**config.mk**
```make
export PLATFORM = sky130hd
export DESIGN_NAME = detect_stats
export DESIGN_NICKNAME = d
export VERILOG_FILES = /design/src/rtl/detect_stats_pkg.sv /design/src/rtl/gap_fifo.sv /design/src/rtl/detect_stats.sv
export SDC_FILE = /design/constraint.sdc
export NUM_CORES = 1
export LEC_CHECK = 0
export CAP_MARGIN = 20
export CELL_PAD_IN_SITES_DETAIL_PLACEMENT = 0
export CELL_PAD_IN_SITES_GLOBAL_PLACEMENT = 2
export CORE_ASPECT_RATIO = 1.5
export CORE_MARGIN = 2
export CORE_UTILIZATION = 32
export DETAILED_ROUTE_END_ITERATION = 8
export PLACE_DENSITY = 0.81
export SLEW_MARGIN = 20
export SYNTH_ARGS = -nofsm -noshare
export SYNTH_HDL_FRONTEND = slang
export SYNTH_SLANG_ARGS = --single-unit
```
**constraint.sdc**
```tcl
create_clock -name clk -period 2 [get_ports clk]
set_clock_uncertainty 0.2 [all_clocks]
set_input_delay 0.3 -clock clk [delete_from_list [all_inputs] [get_ports clk]]
set_output_delay 0.3 -clock clk [all_outputs]
set_load 0.01 [all_outputs]
```
**src/rtl/detect_stats_pkg.sv**
```systemverilog
// Shared definitions for detect_stats: FSM state encoding and saturation helpers.
package detect_stats_pkg;

    localparam int DEF_CNT_W = 16;
    localparam int DEF_GAP_W = 8;
    localparam int DEF_DEPTH = 4;

    localparam logic [0:0] ST_WAIT_FIRST = 1'b0;
    localparam logic [0:0] ST_TRACK      = 1'b1;

    // All-ones value of a w-bit counter; callers cast it down to their own width.
    function automatic longint unsigned sat_max(input int w);
        return (64'd1 << w) - 64'd1;
    endfunction

    localparam longint unsigned DEF_CNT_MAX = sat_max(DEF_CNT_W);
    localparam longint unsigned DEF_GAP_MAX = sat_max(DEF_GAP_W);

endpackage

```
**src/rtl/gap_fifo.sv**
```systemverilog
// Synchronous first-word-fall-through FIFO; head and level come straight from registers.
// A push into a full FIFO is taken only when a pop frees a slot in the same cycle.
module gap_fifo #(
    parameter int WIDTH = 8,
    parameter int DEPTH = 4
) (
    input  logic                     clk,
    input  logic                     rst,
    input  logic                     flush,
    input  logic                     push,
    input  logic [WIDTH-1:0]         data_in,
    output logic                     full,
    input  logic                     pop,
    output logic [WIDTH-1:0]         data_out,
    output logic                     empty,
    output logic [$clog2(DEPTH):0]   level
);
    localparam int AW = $clog2(DEPTH);

    logic [AW:0]      wr_ptr_q, wr_ptr_d;
    logic [AW:0]      rd_ptr_q, rd_ptr_d;
    logic [WIDTH-1:0] mem_q [DEPTH];
    logic [WIDTH-1:0] mem_d [DEPTH];
    logic             do_push;
    logic             do_pop;

    // Extra pointer MSB distinguishes full (MSBs differ) from empty (pointers equal).
    assign empty    = (wr_ptr_q == rd_ptr_q);
    assign full     = (wr_ptr_q[AW] != rd_ptr_q[AW]) &&
                      (wr_ptr_q[AW-1:0] == rd_ptr_q[AW-1:0]);
    assign level    = wr_ptr_q - rd_ptr_q;
    assign data_out = mem_q[rd_ptr_q[AW-1:0]];

    assign do_pop  = pop && !empty;
    assign do_push = push && (!full || do_pop);

    always_comb begin
        wr_ptr_d = wr_ptr_q;
        rd_ptr_d = rd_ptr_q;
        for (int i = 0; i < DEPTH; i++) begin
            mem_d[i] = mem_q[i];
        end
        if (flush) begin
            wr_ptr_d = '0;
            rd_ptr_d = '0;
            for (int i = 0; i < DEPTH; i++) begin
                mem_d[i] = '0;
            end
        end else begin
            if (do_push) begin
                mem_d[wr_ptr_q[AW-1:0]] = data_in;
                wr_ptr_d = wr_ptr_q + (AW+1)'(1);
            end
            if (do_pop) begin
                rd_ptr_d = rd_ptr_q + (AW+1)'(1);
            end
        end
    end

    always_ff @(posedge clk) begin
        if (rst) begin
            wr_ptr_q <= '0;
            rd_ptr_q <= '0;
            for (int i = 0; i < DEPTH; i++) begin
                mem_q[i] <= '0;
            end
        end else begin
            wr_ptr_q <= wr_ptr_d;
            rd_ptr_q <= rd_ptr_d;
            for (int i = 0; i < DEPTH; i++) begin
                mem_q[i] <= mem_d[i];
            end
        end
    end

endmodule

```
**src/rtl/detect_stats.sv**
```systemverilog
// Detection statistics: saturating detection count plus inter-detection gaps queued in a FIFO.
// One-cycle latency from det_in to all outputs; gap samples drained via gap_valid/gap_ready.
module detect_stats
    import detect_stats_pkg::*;
#(
    parameter int CNT_W = DEF_CNT_W,
    parameter int GAP_W = DEF_GAP_W,
    parameter int DEPTH = DEF_DEPTH
) (
    input  logic                     clk,
    input  logic                     rst,
    input  logic                     det_in,
    input  logic                     clr,
    output logic [CNT_W-1:0]         det_cnt,
    output logic [GAP_W-1:0]         gap_data,
    output logic                     gap_valid,
    input  logic                     gap_ready,
    output logic [$clog2(DEPTH):0]   gap_level,
    output logic                     ovf
);
    localparam logic [CNT_W-1:0] CNT_MAX = CNT_W'(sat_max(CNT_W));
    localparam logic [GAP_W-1:0] GAP_MAX = GAP_W'(sat_max(GAP_W));

    logic [0:0]       state_q, state_d;
    logic [GAP_W-1:0] gap_cnt_q, gap_cnt_d;
    logic [CNT_W-1:0] det_cnt_q, det_cnt_d;
    logic             ovf_q, ovf_d;

    logic             fifo_push;
    logic             fifo_flush;
    logic             fifo_full;
    logic             fifo_empty;

    always_comb begin
        state_d    = state_q;
        gap_cnt_d  = gap_cnt_q;
        det_cnt_d  = det_cnt_q;
        ovf_d      = ovf_q;
        fifo_push  = 1'b0;
        fifo_flush = 1'b0;
        if (clr) begin
            state_d    = ST_WAIT_FIRST;
            gap_cnt_d  = '0;
            det_cnt_d  = '0;
            ovf_d      = 1'b0;
            fifo_flush = 1'b1;
        end else begin
            if (det_in && (det_cnt_q != CNT_MAX)) begin
                det_cnt_d = det_cnt_q + CNT_W'(1);
            end
            case (state_q)
                ST_WAIT_FIRST: begin
                    if (det_in) begin
                        gap_cnt_d = GAP_W'(1);
                        state_d   = ST_TRACK;
                    end
                end
                ST_TRACK: begin
                    if (det_in) begin
                        fifo_push = 1'b1;
                        gap_cnt_d = GAP_W'(1);
                        // A full FIFO always has a valid head, so gap_ready alone decides if a slot frees up.
                        if (fifo_full && !gap_ready) begin
                            ovf_d = 1'b1;
                        end
                    end else if (gap_cnt_q != GAP_MAX) begin
                        gap_cnt_d = gap_cnt_q + GAP_W'(1);
                    end
                end
                default: state_d = ST_WAIT_FIRST;
            endcase
        end
    end

    always_ff @(posedge clk) begin
        if (rst) begin
            state_q   <= ST_WAIT_FIRST;
            gap_cnt_q <= '0;
            det_cnt_q <= '0;
            ovf_q     <= 1'b0;
        end else begin
            state_q   <= state_d;
            gap_cnt_q <= gap_cnt_d;
            det_cnt_q <= det_cnt_d;
            ovf_q     <= ovf_d;
        end
    end

    gap_fifo #(
        .WIDTH (GAP_W),
        .DEPTH (DEPTH)
    ) u_gap_fifo (
        .clk      (clk),
        .rst      (rst),
        .flush    (fifo_flush),
        .push     (fifo_push),
        .data_in  (gap_cnt_q),
        .full     (fifo_full),
        .pop      (gap_ready),
        .data_out (gap_data),
        .empty    (fifo_empty),
        .level    (gap_level)
    );

    assign gap_valid = !fifo_empty;
    assign det_cnt   = det_cnt_q;
    assign ovf       = ovf_q;

endmodule

```
* Yosys cells after proc, flatten, opt, wreduce, memory -nomap -nowiden
Memory sizes are Yosys's and may differ from the RTL's. A register that Yosys moved wholly into a read port is not among the register bits.
Index checks and enable logic that the tools add are counted.
** Cells by class
- Reductions and logical operators :: 14
- Muxes and demuxes :: 23
- Eq/ne operators :: 7
- Bitwise gates (word level) :: 6
- $lt $le $gt $ge :: 2
- Add/sub/neg operators :: 5
** Operators by type and width (number)
- two-way mux 32 bit :: 2
- two-way mux 8 bit :: 8
- bitwise mux 32 bit :: 1
- adder 16 x 1 -> 16 bit, second input constant :: 1
- demux 8 bit (select 2 bit) :: 1
- != test 16 bit, second input constant :: 1
- one-hot mux 8 bit (2 select lines) :: 1
- adder 8 x 1 -> 8 bit, second input constant :: 1
- two-way mux 1 bit :: 8
- != test 8 bit, second input constant :: 1
- adder 3 x 1 -> 3 bit, second input constant :: 2
- logical AND 1 bit :: 6
- two-way mux 2 bit :: 2
- bitwise OR 1 bit :: 4
- OR reduction 2 bit :: 2
- equality test 3 bit :: 1
- >= comparator 3 bit, second input constant :: 1
- logical NOT 1 bit :: 3
- < comparator 3 x 1 -> 1 bit, second input constant :: 1
- != test 3 x 2 -> 1 bit, second input constant :: 1
- inverter 2 -> 3 bit :: 1
- AND reduction 3 bit :: 1
- subtractor 3 bit :: 1
- equality test 2 bit :: 1
- other kinds (5) :: 5
** Word-level totals
- Memory bits (writable) :: 32
- Memories kept :: 1
- Output and inout bits :: 29
- Flip-flop bits (word level) :: 32
- Word-level logic and storage cells :: 64
** Memory list
- u_gap_fifo.mem_q :: depth 4, bits a word 8, read ports 5, clocked after Yosys merged registers in 1, wr ports 4, line gap_fifo.sv:22 : logic [WIDTH-1:0] mem_q [DEPTH];

* Longest topological paths before layout
Gate-level depths: netlist of run 1.
- Depth in word-level cells :: 9
- Mapped depth :: 8
- Gate-level depth less buffers :: 6

* Hierarchy
A second synthesis of run 1 with hierarchy kept.
** Second synthesis, totals
- Cell total of the unflattened synthesis :: 327
- Area total of the unflattened synthesis :: 3188.1 um^2
** By module, submodules not included
- gap_fifo :: instances 1, seq. area each 800.8 um^2, cells an instance 177, area an instance 1908.1 um^2
- detect_stats :: instances 1, seq. area each 520.5 um^2, cells an instance 150, area an instance 1280.0 um^2

* Worst setup path before layout of run 1
No wires, ideal clock.
- Path type :: register to register
- Start point :: register u_gap_fifo.wr_ptr_q[0]
- End point :: memory u_gap_fifo.mem_q[3][5]
- Period minus slack after synthesis :: 2029 ps
- Cell stages (with the launch flop) :: 9
- Buffers on the path :: 2
- Arrival time :: 1762 ps
- Setup slack :: -29 ps
- Cell sequence :: dfxtp_1 > inv_1 > ha_1 > and3b_1 > buf_6 > a211oi_4 > buf_6 > nand3_2 > o21ai_2
** RTL lines
- start: declaration :: line gap_fifo.sv:20 : logic [AW:0] wr_ptr_q, wr_ptr_d;
- start signal: assignment :: line gap_fifo.sv:68 : wr_ptr_q <= wr_ptr_d;
- end: declaration :: line gap_fifo.sv:22

* Worst setup path after layout of run 1
- Start point :: register u_gap_fifo.wr_ptr_q[0]
- End point :: output gap_level[1]
** On the way
- Longest elaborated chain between the ends :: 1
** RTL lines
- subtractor 3 bit :: line gap_fifo.sv:31 : assign level = wr_ptr_q - rd_ptr_q;
- end: declaration :: line detect_stats.sv:18 : output logic [$clog2(DEPTH):0] gap_level,
No other way between the ends.

==> impl_results.md, run 1 <==
- CTS Buf Count: 9
- Core Rows: 46
- Most frequent cells in the layout: dfxtp_1, nand2_1, nand3_1
- Power Internal: 2.47 mW
- Detail Placement HPWL: 5710 µm
- Power per Cell Area: between 600 and 700 mW/mm²
- # IOs: 34
- DR vias/cell: 4.98
- Nature of the critical path startpoint: flip-flop
- CTS root buffer: clkbuf_16
- Synth Flop Type: dfxtp_1
- Worst r2r src: u_gap_fifo.rd_ptr_q[1]
- Core area: 0.0104 mm²
- Setup WS post-layout: -0.0284 ns
- Antenna violations before repair: 0
- Syn Nets: 376
- Final hold vios: 0
- Initial core utilization: around 32%
- R2r setup slk: between 0.1 and 0.15 ns
- # diodes: 0
- DRC: 0
- Number of synthesized flops with an enable pin: 0
- Reg-to-Reg End: u_gap_fifo.mem_q[0][5]
- Placed cells: 552
- Initial drt markers: 78
- Chip Width: 87.9 µm
- GR Util All Layers: 15.0%
- Routed via count: about 2900
- RD Place Congestion: 0.795
- Final net count: ~440
- Share of power burned in registers: 42.1%
- Synth unique cells: 48
- Worst-path clk slew: roughly 0.06 ns
- Fin crit share: 101%
- Comb pwr share: 4.1%
- Die Height: 130 µm
- Final Max Slew Viols: 0
- Post-Layout Cell Count: 572
- Final core utilization: 43.3%
- Pre-CTS setup slack: -0.175 ns
- Antenna Violating Nets Remaining: 0
- Post-synth ARST share: 0%
- Vias in the first global route: 2751
- Worst Path Required: 1.50 ns
- Bufs on Longest Clock Path: 2
- CP endpoint: gap_level[1]
- Crit path time final: 2.03 ns
- Max-Cap Viols: 0
- Clock tree sinks: 66
- Later-pin clock latency in the skew report: 0.33 ns
- Post-synthesis cell count: about 360
- First-pass GRT wire length: 13300 µm
- Register bit total from synthesis: 66
- Largest net degree at the start of global routing: 51
- Setup violators final: 2
- Switching pwr: 673 µW
- R2r worst-path depth: 7
- Unrepaired setup endpoints after global routing: true
- DIE AREA: roughly 0.011 mm²
- Port Buffers: 33
- Relative slew slack: 73.7%
- CP peak stage delay: ~0.52 ns
- Violated checks: setup timing
- WL final: 7970 µm
- Kind of critical path: reg -> out
- Overall power: around 3.1 mW
- Worst hold margin: 0.245 ns
- CP Launch Point: u_gap_fifo.wr_ptr_q[0]
- Most common cell after layout, fill and taps aside: dfxtp_1
- Top cell type's share of synthesized area: roughly two fifths
- Critical Path Fanout Max: 2
- Leak Pwr: approximately 1.7 nW
- Sequential area share after synthesis: 39.1%
- CP Capture Type: output port
- Hold_sp: u_gap_fifo.mem_q[2][6]
- WL per Instance: 13.9 µm
- Clk pwr share: 53.8%
- TritonCTS clock tree: done
- Area delta synth->final: 33.4%
- Average cell area after synthesis: 9.36 µm²
- Worst Path Arrival: 1.53 ns
- Net Sw Frac: around 21%
- Max Fclk: 493 MHz
- Post-CTS Hold Fix Bufs: 0
- Synth area leader: dfxtp_1
- CP cell instances: inv_2, ha_4, fa_2, inv_1, buf_2
- Slowest stage cell, crit path: fa_2
- Layout cells sized above 1: 30.8%
- Fill cells: 1045
- Htree depth: 3
- Worst-margin pin slew: 0.393 ns
- Worst vdd ir: 0.396 mV
- Type of the worst min-delay path: reg -> reg
- Synth Warn #: 0
- GR Overflow Total: 0
- Mapped cell area: 0.00338 mm²
- Synth area leaders: dfxtp_1, o21ai_2, nand3_1
- Status: finished with violations
- First-pass DRT Iterations: 6
## area by class of cell
cell class | count | area, µm² | share of cell area [%]
well taps | 144 | 180 | 4.00
inverters | 8 | 30.0 | 0.666
repair buffers | 76 | 728 | 16.2
clock inverters | 6 | 90.1 | 2.00
clock buffers | 10 | 229 | 5.08
flip-flops and latches | 66 | 1330 | 29.5
multi-input cells | 262 | 1920 | 42.6
## kinds of logic (layout without fill, tap and decap cells)
kind of cell	after synthesis	after routing	synth area share, %
and+or+nand+nor	151	151	24.0
AOI/OAI and AO/OA	79	79	18.1
DFF	66	66	39.1
buffers and inverters	33	100	5.22
muxes	12	12	6.52
adders and majority gates	10	10	3.93
xor gates and xnor gates	10	10	3.15
## state kept, by name, summed over array words and instances (netlist names), named ones only
register / count
det_cnt: 16
gap_cnt_q: 8
ovf: 1
state_q: 1
u_gap_fifo.mem_q: 32
u_gap_fifo.rd_ptr_q: 3
u_gap_fifo.wr_ptr_q: 3
## power by group through the flow
stage | combinational (mW) | sequential, mW | clock, mW
floorplan | 0.0656 | 1.35 | 0
global placement | 0.126 | 1.35 | 0
detailed placement | 0.129 | 1.35 | 0
CTS | 0.129 | 1.32 | 1.74
global route | 0.140 | 1.32 | 1.79
finish | 0.129 | 1.32 | 1.69
## worst min-delay path by stage
| stage | end | slack (ns) | cells past startpoint |
|---|---|---|---|
| global route | u_gap_fifo.mem_q[2][6] | 0.27 | 2 |
| finish | u_gap_fifo.mem_q[2][6] | 0.24 | 2 |
| global placement | u_gap_fifo.mem_q[2][0] | 0.23 | 2 |
| floorplan | u_gap_fifo.mem_q[2][7] | 0.23 | 2 |
| detailed placement | u_gap_fifo.mem_q[2][6] | 0.24 | 2 |
| CTS | u_gap_fifo.mem_q[2][6] | 0.25 | 2 |
## layer usage
metal  global-route usage, %  share of wire (%)  vias up
met1                    16.8                 42     1370
met3                    3.67                2.9        9
met4                    6.52                1.6        0
li1                        -                  -     1433
met2                    26.6                 53       38
met5                       0                  0        -
## synth_stat cells, drive strengths merged, types with 3 or more instances
library cell	n
a211oi	7
a21oi	15
a31oi	3
and3	3
and4	6
buf	15
clkbuf	10
dfxtp	66
ha	9
inv	8
mux2i	4
mux4	8
nand2	42
nand3	42
nand4	11
nor2	28
nor3	4
o21ai	43
or3	7
xnor2	4
xor2	6
## through the flow
stage / area, µm² / setup TNS, ns
after global placement: 4130 / -3.94
after CTS: 4440 / -0.0893
after detailed placement: 4130 / -5.09
final: 4510 / -0.0350
after floorplan: 3380 / 0
after global routing: 4510 / -0.146
## worst max-delay path: cells and delay by family (launching register included)
kind / cells / cell delay, ns
buffers and inverters: 3 / 0.21
flip-flops: 1 / 0.33
adder cells (fa/ha/maj): 2 / 0.67
## timing repair
action,CTS,global route
pin swaps,0,3
setup endpoints to repair,43,41
resized for setup,50,12
gates cloned,0,0
buffers inserted,3,1
No activity file was read; power rests on OpenSTA's default activity.
==> run 2, diff against run 1 <==
MAX_ROUTING_LAYER = met4   (was default)
RECOVER_POWER = 100   (was default)
==> impl_results.md, run 2 (same netlist as run 1, synthesis figures left out) <==
- Routed via count: 2862
- Most flop-heavy register: u_gap_fifo.mem_q
- Setup WS post-layout: -0.0325 ns
- Fin crit share: 102%
- CTS root buffer: clkbuf_16
- DRC: 0
- GR Util All Layers: 15.5%
- Critical Path Fanout Max: 2
- Met3 GRT Util: 3.73%
- Unrepaired setup endpoints after global routing: true
- Max reg flops: 32
- Relative slew slack: around 52%
- Max-Cap Viols: 0
- Most common cell after layout, fill and taps aside: dfxtp_1
- Nature of the critical path startpoint: flip-flop
- Leak Pwr: 1.67 nW
- R2r worst-path depth: 7
- R2r setup slk: 0.05 ns
- Vias in the first global route: ~2800
- DR vias/cell: 4.99
- Later-pin clock latency in the skew report: 0.33 ns
- Core Rows: between 40 and 50
- Layout cells sized above 1: 29.6%
- DIE AREA: 0.0114 mm²
- Clock tree sinks: 66
- Hold path cells: 2
- Bufs on Longest Clock Path: 2
- Final Max Slew Viols: 0
- Die Height: 130 µm
- # IOs: 34
- Final instance area: 0.00443 mm²
- Htree depth: 3
- WL per Instance: roughly 14 µm
- Reg-to-Reg End: u_gap_fifo.mem_q[0][5]
- Most frequent cells in the layout: dfxtp_1, nand2_1, nand3_1
- Kind of critical path: reg -> out
- GR Overflow Total: 0
- Overall power: 3.13 mW
- Grt met2 use: 26.6%
- Worst Path Arrival: approximately 1.5 ns
- Hold EP: u_gap_fifo.mem_q[2][6]
- Hold_sp: u_gap_fifo.mem_q[2][6]
- Post-CTS Hold Fix Bufs: 0
- Final hold vios: 0
- Status: finished with violations
- Port Buffers: 33
- Antenna violations before repair: 0
- Largest net degree at the start of global routing: between 50 and 60
- CTS Buf Count: 9
- Worst-margin pin slew: 0.713 ns
- Initial core utilization: 32.4%
- RD Place Congestion: ~0.81
- Core area: 0.0104 mm²
- Fill cells: 1056
- Area post-placement: between 0.004 and 0.005 mm²
- First-pass GRT wire length: ~13000 µm
- Crit path time final: 2.03 ns
- Power per Cell Area: 707 mW/mm²
- Worst Path Required: 1.50 ns
- Post-Layout Cell Count: 573
- Gr busiest metal: met2
- First-pass DRT Iterations: 4
- TritonCTS clock tree: done
- Max Fclk: between 400 and 500 MHz
- CP cell instances: inv_2, ha_4, fa_2, inv_1, buf_2
- Worst vdd ir: approximately 0.40 mV
- Type of the worst min-delay path: reg -> reg
- # diodes: 0
- Initial drt markers: 80
- WL final: 8090 µm
- Placed cells: roughly 550
- Area delta synth->final: 31.1%
- CP Capture Type: output port
- M1 GR Usage: between 15 and 20%
- Setup violators final: 2
- Detail Placement HPWL: between 5000 and 6000 µm
- Slowest stage cell, crit path: fa_2
- Worst hold margin: 0.245 ns
- Final net count: 439
- Chip Width: 87.9 µm
- Worst r2r src: u_gap_fifo.rd_ptr_q[1]
- Antenna Violating Nets Remaining: 0
- CP peak stage delay: between 0.5 and 0.6 ns
- Worst-path clk slew: 0.06 ns
- Violated checks: setup timing
- Pre-CTS setup slack: -0.175 ns
run 2: worst max path at each step:
| stage | startpoint | end | cells after the start |
|---|---|---|---|
| 2_1_floorplan | u_gap_fifo.rd_ptr_q[1] | u_gap_fifo.mem_q[3][5] | 8 |
| 3_3_place_gp | u_gap_fifo.wr_ptr_q[0] | gap_level[2] | 5 |
| 3_5_place_dp | u_gap_fifo.wr_ptr_q[0] | gap_level[2] | 5 |
| 4_1_cts | u_gap_fifo.wr_ptr_q[0] | gap_level[1] | 5 |
| 5_1_grt | u_gap_fifo.wr_ptr_q[0] | gap_level[1] | 5 |
| 6_report | u_gap_fifo.wr_ptr_q[0] | gap_level[1] | 5 |
run 2: per-layer routing:
metal | wire length (µm) | up-vias
li1 | - | 1436
met1 | 3410 | 1379
met2 | 4300 | 38
met3 | 247 | 9
met4 | 137 | 0
met5 | 0 | -
run 2: layout make-up:
class | count | area [µm²] | share of cell area (%)
Clock inverter | 6 | 90.1 | 2.03
Tap cell | 144 | 180 | 4.07
Clock buffer | 10 | 229 | 5.17
Sequential cell | 66 | 1330 | 30.0
Inverter | 8 | 30.0 | 0.678
Multi-Input combinational cell | 262 | 1880 | 42.4
Timing Repair Buffer | 77 | 693 | 15.7
run 2: power breakdown:
group / leakage [nW] / switching (mW) / total (mW) / internal [mW]
Combinational: 0.980 / 0.0732 / 0.123 / 0.0497
Sequential: 0.535 / 0.00392 / 1.32 / 1.32
Clock: 0.153 / 0.590 / 1.68 / 1.09
Total: 1.67 / 0.667 / 3.13 / 2.46
run 2: through the flow:
| step | utilization (%) | setup TNS, ns |
|---|---|---|
| 4_1_cts | 42.6 | -0.0893 |
| 6_report | 42.5 | -0.0435 |
| 3_5_place_dp | 39.7 | -5.09 |
| 3_3_place_gp | 39.7 | -3.94 |
| 5_1_grt | 42.5 | -0.939 |
| 2_1_floorplan | - | 0 |
run 2: worst max-delay path: cells and delay by family, from the launching register on:
| family | cells | cell delay (ns) |
|---|---|---|
| fa+ha+maj | 2 | 0.67 |
| buf+inv | 3 | 0.21 |
| flops | 1 | 0.33 |
run 2: timing repair:
| action | in CTS | in global routing |
|---|---|---|
| gates resized for setup | 50 | 13 |
| setup buffers | 3 | 1 |
| endpoints found under the setup margin | 43 | 41 |
| gates cloned | 0 | 1 |
| pin swaps | 0 | 4 |
| endpoints found under the hold margin | 0 | 0 |
==> run 3, diff against run 2 <==
REMOVE_ABC_BUFFERS = 1   (was default)
SLEW_MARGIN = 30   (was 20)
==> impl_results.md, run 3 (same netlist as run 1, synthesis figures left out) <==
- Die Height: 130 µm
- Routed via count: between 2000 and 3000
- WL per Instance: 13.9 µm
- Grt met2 use: 26.6%
- CP Capture Type: output port
- Most common cell after layout, fill and taps aside: dfxtp_1
- Bufs on Longest Clock Path: 2
- Reg-to-Reg End: u_gap_fifo.mem_q[3][2]
- Net Sw Frac: 22.2%
- Most used cell, CP: inv_2
- Largest net degree at the start of global routing: 49
- Critical Path Fanout Max: 2
- TritonCTS clock tree: done
- # IOs: 34
- Most flop-heavy register: u_gap_fifo.mem_q
- First-pass GRT wire length: 13600 µm
- Share of power burned in registers: 43.5%
- Nature of the critical path startpoint: flip-flop
- Fin crit share: 102%
- # diodes: 0
- CP top delay family: adder cells
- DIE AREA: 0.0114 mm²
- Initial core utilization: 32.4%
- Hold path cells: 2
- Most frequent cells in the layout: dfxtp_1, nand2_1, nand3_1
- Status: finished with violations
- Worst Path Required: 1.50 ns
- M1 GR Usage: 17.8%
- R2r setup slk: -0.01 ns
- Worst Path Buf+Inv: 3
- Max Fclk: 491 MHz
- Later-pin clock latency in the skew report: 0.33 ns
- Chip Width: around 88 µm
- Core Rows: 46
- Antenna violations before repair: 0
- WL final: 7890 µm
- R2r worst-path depth: 7
- DRC: 0
- Type of the worst min-delay path: reg -> reg
- Clock tree sinks: 66
- Met3 GRT Util: 3.48%
- Crit path time final: roughly 2 ns
- Htree depth: 3
- CP peak stage delay: around 0.53 ns
- CTS root buffer: clkbuf_16
- Final core utilization: 42.6%
- Worst-margin pin slew: between 0.5 and 0.6 ns
- Worst-path clk slew: 0.06 ns
- Area delta synth->final: 31.3%
- Antenna Violating Nets Remaining: 0
- Worst r2r src: u_gap_fifo.rd_ptr_q[1]
- CTS Buf Count: 9
- CP cell instances: inv_2, ha_4, fa_2, inv_2, buf_6
- Post-CTS Hold Fix Bufs: 0
- Worst Path Arrival: 1.54 ns
- Hold_sp: u_gap_fifo.mem_q[2][2]
- Worst vdd ir: 0.404 mV
- Slowest stage cell, crit path: fa_2
- Max reg flops: 32
- GR Overflow Total: 0
- Hold EP: u_gap_fifo.mem_q[2][2]
- Port Buffers: 33
- Power per Cell Area: roughly 680 mW/mm²
- Comb pwr share: under 10%
- Vias in the first global route: between 2000 and 3000
- RD Place Congestion: 0.792
- Relative slew slack: approximately two thirds
- Kind of critical path: reg -> out
- GR Util All Layers: 15.8%
- First-pass DRT Iterations: 4
- Detail Placement HPWL: 5710 µm
- Core area: 0.0104 mm²
- Worst hold margin: 0.247 ns
- DR vias/cell: 4.97
- Switching pwr: 673 µW
- Pre-CTS setup slack: -0.198 ns
- Post-CTS Setup Inserts: 0
- Overall power: 3.04 mW
- Power Internal: 2.36 mW
- Final Max Slew Viols: 0
- Unrepaired setup endpoints after global routing: true
- Initial drt markers: about 120
- Setup violators final: 3
- Layout cells sized above 1: 29.6%
- Setup WS post-layout: -0.0354 ns
- Max-Cap Viols: 0
- Leak Pwr: 1.64 nW
- Gr busiest metal: met2
- Fill cells: 1019
- Violated checks: setup timing
- Final hold vios: 0
- Clk pwr share: 52.5%
- Final net count: 433
-- run 3: worst min-delay path, delay by kind of cell (launching register included) --
family,cells,cell delay (ns)
flops,1,0.31
simple gates,1,0.05
compound gates,1,0.05
-- run 3: worst max path at each step --
stage | start | to | slack, ns | cells past startpoint
after global routing | u_gap_fifo.wr_ptr_q[0] | gap_level[1] | -0.09 | 5
after global placement | gap_ready | u_gap_fifo.mem_q[3][2] | -0.15 | 6
after CTS | u_gap_fifo.wr_ptr_q[0] | gap_level[1] | -0.06 | 5
after floorplan | rst | gap_cnt_q[2] | -1.47 | 3
after detailed placement | u_gap_fifo.wr_ptr_q[0] | gap_level[2] | -0.20 | 5
final | u_gap_fifo.wr_ptr_q[0] | gap_level[1] | -0.04 | 5
-- run 3: metrics by stage --
step | setup TNS (ns) | cell area [µm²] | cells
floorplan | -56.04 | 3230 | 336
global placement | -4.07 | 4140 | 551
detailed placement | -5.67 | 4140 | 551
CTS | -0.0890 | 4420 | 567
global route | -1.84 | 4440 | 567
finish | -0.0524 | 4440 | 567
-- run 3: cell type report --
cell class | instances | area [µm²] | share of cell area, %
multi-input combinational | 262 | 1880 | 42.4
clock inverter | 6 | 66.3 | 1.50
tap | 144 | 180 | 4.06
clock buffer | 10 | 239 | 5.39
timing repair buffer | 71 | 711 | 16.0
inverter | 8 | 30.0 | 0.677
sequential | 66 | 1330 | 30.0
-- run 3: power groups by stage --
| stage | Clock, mW | Sequential [mW] | Combinational [mW] |
|---|---|---|---|
| 6_report | 1.59 | 1.32 | 0.121 |
| 5_1_grt | 1.70 | 1.32 | 0.133 |
| 4_1_cts | 1.63 | 1.32 | 0.126 |
| 3_5_place_dp | 0 | 1.35 | 0.125 |
| 3_3_place_gp | 0 | 1.35 | 0.124 |
| 2_1_floorplan | 0 | 1.35 | 0.0492 |
-- run 3: routing by layer --
metal | share of wire (%) | up-vias | routed length, µm
met5 | 0 | - | 0
met4 | 1.8 | 0 | 143
met2 | 53 | 49 | 4210
met3 | 3.0 | 12 | 240
li1 | - | 1417 | -
met1 | 42 | 1340 | 3290
-- run 3: timing repair --
action | in CTS | in global routing
setup endpoints to repair | 46 | 45
pin swaps | 1 | 2
resized for setup | 54 | 15
